$ cat src/rtl/image_set_regfile_if.sv
`default_nettype none
// ============================================================================
// image_set_regfile_if : register-file read/write bus for image_set_regfile
// Revision: 1.0
// ============================================================================
interface image_set_regfile_if #(
    parameter int DATA_W = 32,
    parameter int ADDR_W = 3
);
    logic              wr_en;
    logic [ADDR_W-1:0] wr_addr;
    logic [DATA_W-1:0] wr_data;
    logic              rd_en;
    logic [ADDR_W-1:0] rd_addr;
    logic [DATA_W-1:0] rd_data;
    logic              rd_valid;

    modport master (
        output wr_en, wr_addr, wr_data, rd_en, rd_addr,
        input  rd_data, rd_valid
    );

    modport slave (
        input  wr_en, wr_addr, wr_data, rd_en, rd_addr,
        output rd_data, rd_valid
    );
endinterface
`default_nettype wire

$ cat src/rtl/image_set_regfile.sv
`default_nettype none
// ============================================================================
// image_set_regfile : CTRL/STATUS/CFG registers and start/done FSM for an image engine
// Revision: 1.0
// ============================================================================
module image_set_regfile #(
    parameter int DATA_W = 32,
    parameter int N_REGS = 8,
    parameter int ADDR_W = 3
) (
    input  wire logic                       clk,
    input  wire logic                       rst,
    image_set_regfile_if.slave              bus,
    input  wire logic                       accel_done,
    output logic                            start_pulse,
    output logic                            busy,
    output logic                            irq,
    output logic [(N_REGS-2)*DATA_W-1:0]    cfg_flat
);

    typedef enum logic [1:0] {
        IDLE = 2'd0,
        BUSY = 2'd1,
        DONE = 2'd2
    } state_t;

    state_t            state, state_nx;
    logic              irq_en, irq_en_nx;
    logic              done, done_nx;
    logic              err, err_nx;
    logic              start_nx;
    logic [DATA_W-1:0] cfg [2:N_REGS-1];
    logic [DATA_W-1:0] rd_mux;
    int unsigned       wa, ra;
    logic              ctrl_wr, status_wr, cfg_wr;

    assign wa        = 32'(bus.wr_addr);
    assign ra        = 32'(bus.rd_addr);
    assign ctrl_wr   = bus.wr_en && (wa == 32'd0);
    assign status_wr = bus.wr_en && (wa == 32'd1);
    assign cfg_wr    = bus.wr_en && (wa >= 32'd2) && (wa < 32'(N_REGS));
    assign busy      = (state == BUSY);

    always_comb begin
        state_nx  = state;
        done_nx   = done;
        err_nx    = err;
        irq_en_nx = irq_en;
        start_nx  = 1'b0;
        if (ctrl_wr) begin
            irq_en_nx = bus.wr_data[1];
            if (bus.wr_data[0]) begin
                if (state == BUSY) begin
                    err_nx = 1'b1;
                end else begin
                    state_nx = BUSY;
                    start_nx = 1'b1;
                    done_nx  = 1'b0;
                end
            end
        end
        if (status_wr) begin
            if (bus.wr_data[1]) begin
                done_nx = 1'b0;
                if (state == DONE) state_nx = IDLE;
            end
            if (bus.wr_data[2]) err_nx = 1'b0;
        end
        if (cfg_wr && state == BUSY) err_nx = 1'b1;
        // Completion wins over a colliding start write; the start only flags err.
        if (accel_done && state == BUSY) begin
            state_nx = DONE;
            done_nx  = 1'b1;
        end
    end

    always_ff @(posedge clk) begin
        if (!rst) begin
            state       <= IDLE;
            irq_en      <= 1'b0;
            done        <= 1'b0;
            err         <= 1'b0;
            start_pulse <= 1'b0;
            irq         <= 1'b0;
        end else begin
            state       <= state_nx;
            irq_en      <= irq_en_nx;
            done        <= done_nx;
            err         <= err_nx;
            start_pulse <= start_nx;
            irq         <= done & irq_en;
        end
    end

    always_ff @(posedge clk) begin
        for (int i = 2; i < N_REGS; i++) begin
            if (!rst) begin
                cfg[i] <= '0;
            end else if (cfg_wr && state != BUSY && wa == 32'(i)) begin
                cfg[i] <= bus.wr_data;
            end
        end
    end

    always_comb begin
        rd_mux = '0;
        if (ra == 32'd0) begin
            rd_mux[1] = irq_en;
        end else if (ra == 32'd1) begin
            rd_mux[2:0] = {err, done, busy};
        end else begin
            for (int i = 2; i < N_REGS; i++) begin
                if (ra == 32'(i)) rd_mux = cfg[i];
            end
        end
    end

    // Read mux sees pre-write register values, so same-cycle read/write returns old data.
    always_ff @(posedge clk) begin
        if (!rst) begin
            bus.rd_data  <= '0;
            bus.rd_valid <= 1'b0;
        end else begin
            bus.rd_valid <= bus.rd_en;
            if (bus.rd_en) bus.rd_data <= rd_mux;
        end
    end

    always_comb begin
        cfg_flat = '0;
        for (int i = 2; i < N_REGS; i++) begin
            cfg_flat[(i-2)*DATA_W +: DATA_W] = cfg[i];
        end
    end

endmodule
`default_nettype wire

$ cat src/flat_wrapper.sv
// flat-port wrapper written by rule: the top's interface ports become plain ports
module image_set_regfile_flat 
#(
    parameter int DATA_W = 32,
    parameter int N_REGS = 8,
    parameter int ADDR_W = 3
)
  (clk, rst, accel_done, start_pulse, busy, irq, cfg_flat, bus_wr_en, bus_wr_addr, bus_wr_data, bus_rd_en, bus_rd_addr, bus_rd_data, bus_rd_valid);
  image_set_regfile_if #(.DATA_W(DATA_W), .ADDR_W(ADDR_W)) bus_i ();
  input  wire logic clk;
  input  wire logic rst;
  input  wire logic accel_done;
  output logic start_pulse;
  output logic busy;
  output logic irq;
  output logic [(N_REGS-2)*DATA_W-1:0] cfg_flat;
  input wire logic [$bits(bus_i.wr_en)-1:0] bus_wr_en;
  input wire logic [$bits(bus_i.wr_addr)-1:0] bus_wr_addr;
  input wire logic [$bits(bus_i.wr_data)-1:0] bus_wr_data;
  input wire logic [$bits(bus_i.rd_en)-1:0] bus_rd_en;
  input wire logic [$bits(bus_i.rd_addr)-1:0] bus_rd_addr;
  output wire logic [$bits(bus_i.rd_data)-1:0] bus_rd_data;
  output wire logic [$bits(bus_i.rd_valid)-1:0] bus_rd_valid;
  assign bus_i.wr_en = bus_wr_en;
  assign bus_i.wr_addr = bus_wr_addr;
  assign bus_i.wr_data = bus_wr_data;
  assign bus_i.rd_en = bus_rd_en;
  assign bus_i.rd_addr = bus_rd_addr;
  assign bus_rd_data = bus_i.rd_data;
  assign bus_rd_valid = bus_i.rd_valid;
  image_set_regfile #(.DATA_W(DATA_W), .N_REGS(N_REGS), .ADDR_W(ADDR_W)) u_core (.clk(clk), .rst(rst), .bus(bus_i), .accel_done(accel_done), .start_pulse(start_pulse), .busy(busy), .irq(irq), .cfg_flat(cfg_flat));
endmodule
$ cat config.mk
export PLATFORM = sky130hd
export DESIGN_NAME = image_set_regfile_flat
export DESIGN_NICKNAME = d
export VERILOG_FILES = /design/src/rtl/image_set_regfile_if.sv /design/src/rtl/image_set_regfile.sv /design/src/flat_wrapper.sv
export SDC_FILE = /design/constraint.sdc
export NUM_CORES = 1
export LEC_CHECK = 0
export ABC_AREA = 1
export CORE_MARGIN = 4
export CORE_UTILIZATION = 44
export CTS_BUF_LIST = sky130_fd_sc_hd__clkbuf_8 sky130_fd_sc_hd__clkbuf_16
export CTS_CLUSTER_SIZE = 12
export DETAILED_ROUTE_END_ITERATION = 7
export PLACE_DENSITY_LB_ADDON = 0.3
export SYNTH_ARGS = -nofsm -noshare
export SYNTH_HDL_FRONTEND = slang
export SYNTH_SLANG_ARGS = --single-unit
$ cat constraint.sdc
create_clock -name clk -period 4.2 [get_ports clk]
set_input_delay 0.84 -clock clk [delete_from_list [all_inputs] [get_ports clk]]
set_output_delay 0.84 -clock clk [all_outputs]
set_load 0.05 [all_outputs]
==> impl_metrics.tcl <==
set metrics [dict create \
    grt_pass1_vias 8364 \
    ios 271 \
    hold-worst-slack_ps 458 \
    tns_ps 0 \
    cts_made_buffers 25 \
    worstSetupEndpointType "primary output" \
    worst-path-max-fanout 6 \
    slew_headroom_pct 37.6 \
    postCtsHoldBufs 0 \
    cp_slowest_cell "clkdlybuf4s50_1" \
    grt_usage_pct 25.4 \
    grt_first_pass_wirelength_um 49700 \
    met1_usage_pct 31.2 \
    final_core_util_pct 61.6 \
    ctsResizeCount 0 \
    grtUsageMet3_pct 7.43 \
    die_x_um 159 \
    syn_inst 1031 \
    vias 8355 \
    clkTransAtPathRegs_ps 60 \
    layout-drive-gt1-share_pct 6.89 \
    final_max_slew_viol_count 0 \
    setup_viol_count_final 0 \
    crit_buf_inv 2 \
    fin_crit_sh_pct 69.9 \
    worstPathArrival_ps 2100 \
    synth_nets 1074 \
    cp.required_ps 3360 \
    hold_violations 0 \
    synth_edf_count 192 \
    finalWorstSetupSlack_ps 1260 \
    grtUsageMet2_pct 43.8 \
    final_antenna_net_count 0 \
    critical_path.cell_chain "inv_1, nor2_1, clkdlybuf4s50_1" \
    syn2layout_area_growth_pct 38.2 \
    worstSetupPathType "reg2out" \
    grt_busiest_layer "met2" \
    design_area_mm2 0.0139 \
    ctsHtreeMaxLevel 1 \
    die-area_mm2 0.0254 \
    synth_top_area_share_pct 57.3 \
    place.detailed.hpwl_um 22200 \
    yosys.area.top_type "edfxtp_1" \
    overflow 0 \
    root_buffer "clkbuf_16" \
    drtPass1Iterations 5 \
    regArea_mm2 0.00657 \
    drc 0 \
    antenna_found_initial 1 \
    seq_area_frac_synth_pct 65.2 \
    cts_setup_buffers 0 \
    dp_slack_ps 755 \
    place_area_mm2 0.0131 \
    ys_ff_latch 232 \
    grt_max_degree 33 \
    synthFlopType "edfxtp_1" \
    clkSinkCount 232 \
    antenna_cells 0 \
    status "completed" \
    die_h_um 159 \
    hold_path_class "reg2reg" \
    synthTopCellsByArea "edfxtp_1, nor2_1, dfxtp_1" \
    viasPerCell 5.20 \
    detail_route.wl_per_cell_um 20.8 \
    cap_violations 0 \
    yosysWarnings 0 \
    slowest_delay_ps 890 \
    drtIter0Drc 588 \
    ir_drop_v 0.000295 \
    finalNetCount 1346 \
    rows 55 \
    multi_input_area_mm2 0.00283 \
    coreArea_mm2 0.0226 \
    crit_family "buffers and inverters" \
    clkLatencyLatePin_ps 520 \
    place_congestion 0.860 \
    clock_path_buffers 3 \
    min_period_ps 2940 \
    cellPowerDensity_mw_per_mm2 409 \
    port_buffers 270 \
    fmax_mhz 341 \
    start_util_pct 44.6 \
    cts_tree "built" \
    grt_setup_unrepaired "false" \
    leakagePower_nw 5.61 \
    syn_area_mm2 0.0101 \
    yosysUniqueCellTypes 29 \
    worstMarginPinSlew_ps 933 \
    async_flop_share_pct 0 \
    avgSynthCellArea_um2 9.77 \
    start_kind "flip-flop" \
    fillerInstances 1889 \
    clock_skew_ps 18.4 \
    wirelength_um 33500 \
]
==> cells by family after synthesis <==
family,after synthesis,share of synthesized area (%)
compound gates,112,5.67
buf+inv,164,7.56
flops,232,65.2
simple gates,523,21.6
==> metrics by stage <==
step | std cells | power (mW)
2_1_floorplan | 1031 | 3.27
3_3_place_gp | 1561 | 3.64
3_5_place_dp | 1561 | 3.65
4_1_cts | 1606 | 5.73
5_1_grt | 1606 | 5.86
6_report | 1606 | 5.69
==> layer usage <==
metal / part of all wire, % / vias up / routed length (µm)
met5: 0.060 / - / 20
met3: 10 / 56 / 3430
met1: 38 / 3980 / 12900
met2: 49 / 427 / 16300
met4: 2.4 / 2 / 817
li1: - / 3890 / -
==> cell usage in the layout (no fill, tap or decap), types with 4 or more instances in the layout <==
cell,n
clkbuf_16,26
clkdlybuf4s50_1,270
o21ai_0,6
o21ai_4,5
buf_12,4
nand3_1,39
dfxtp_1,40
a21oi_1,97
inv_1,113
clkinv_1,4
edfxtp_1,192
nor2_1,262
inv_2,5
nand4_1,5
nand2_1,196
nor3_4,5
buf_4,24
==> worst reg2reg max path, cell delays in order (launching register included) <==
cell,delay [ps]
dfxtp_1,290
inv_1,90
nor2_1,120
inv_1,160
nand2_4,100
nor2_8,180
inv_1,190
o21ai_4,510
buf_4,320
==> report_power, final <==
part           internal (mW)  switching, mW  leakage (nW)
Sequential              2.60         0.0643          2.31
Clock                   1.21          0.883         0.422
Combinational          0.276          0.666          2.88
==> cell usage after synthesis (2+ instances only) <==
cell      count
nand4_4       2
clkbuf_1     12
edfxtp_1    192
or2_2         2
nand2_1     198
nor3_1        3
a21oi_1      97
buf_6        13
nand3_1      40
nand4_1       5
nand3_4       2
inv_1       105
o21ai_0      11
buf_4         5
inv_2         4
nor2_1      262
dfxtp_1      40
nor3_2        6
buf_1         2
buf_2        21
==> layout make-up <==
type                            count  share of cell area (%)
Clock inverter                     17                   0.710
Tap cell                          285                    2.56
Inverter                          111                    3.01
Clock buffer                       28                    4.87
Timing Repair Buffer              298                    21.3
Multi-Input combinational cell    635                    20.4
Sequential cell                   232                    47.2
==> final timing paths <==
| check | slack [ps] | startpoint | depth (start not counted) | endpoint |
|---|---|---|---|---|
| setup / recovery | 1260 | u_core.state[0] | 3 | busy |
| hold / removal | 460 | u_core.irq_en | 2 | u_core.irq |
| setup reg to reg | 1920 | u_core.state[0] | 8 | u_core.cfg[6][30] |
| hold reg to reg | 460 | u_core.irq_en | 2 | u_core.irq |
==> sequential cells by signal (all words and copies together) (netlist names) <==
name,flops
u_core.irq,1
u_core.done,1
u_core.cfg,192
u_core.bus.rd_data,32
u_core.irq_en,1
u_core.err,1
u_core.state,2
u_core.bus.rd_valid,1
u_core.start_pulse,1
Note: power is estimated with default switching activity, not from simulation.
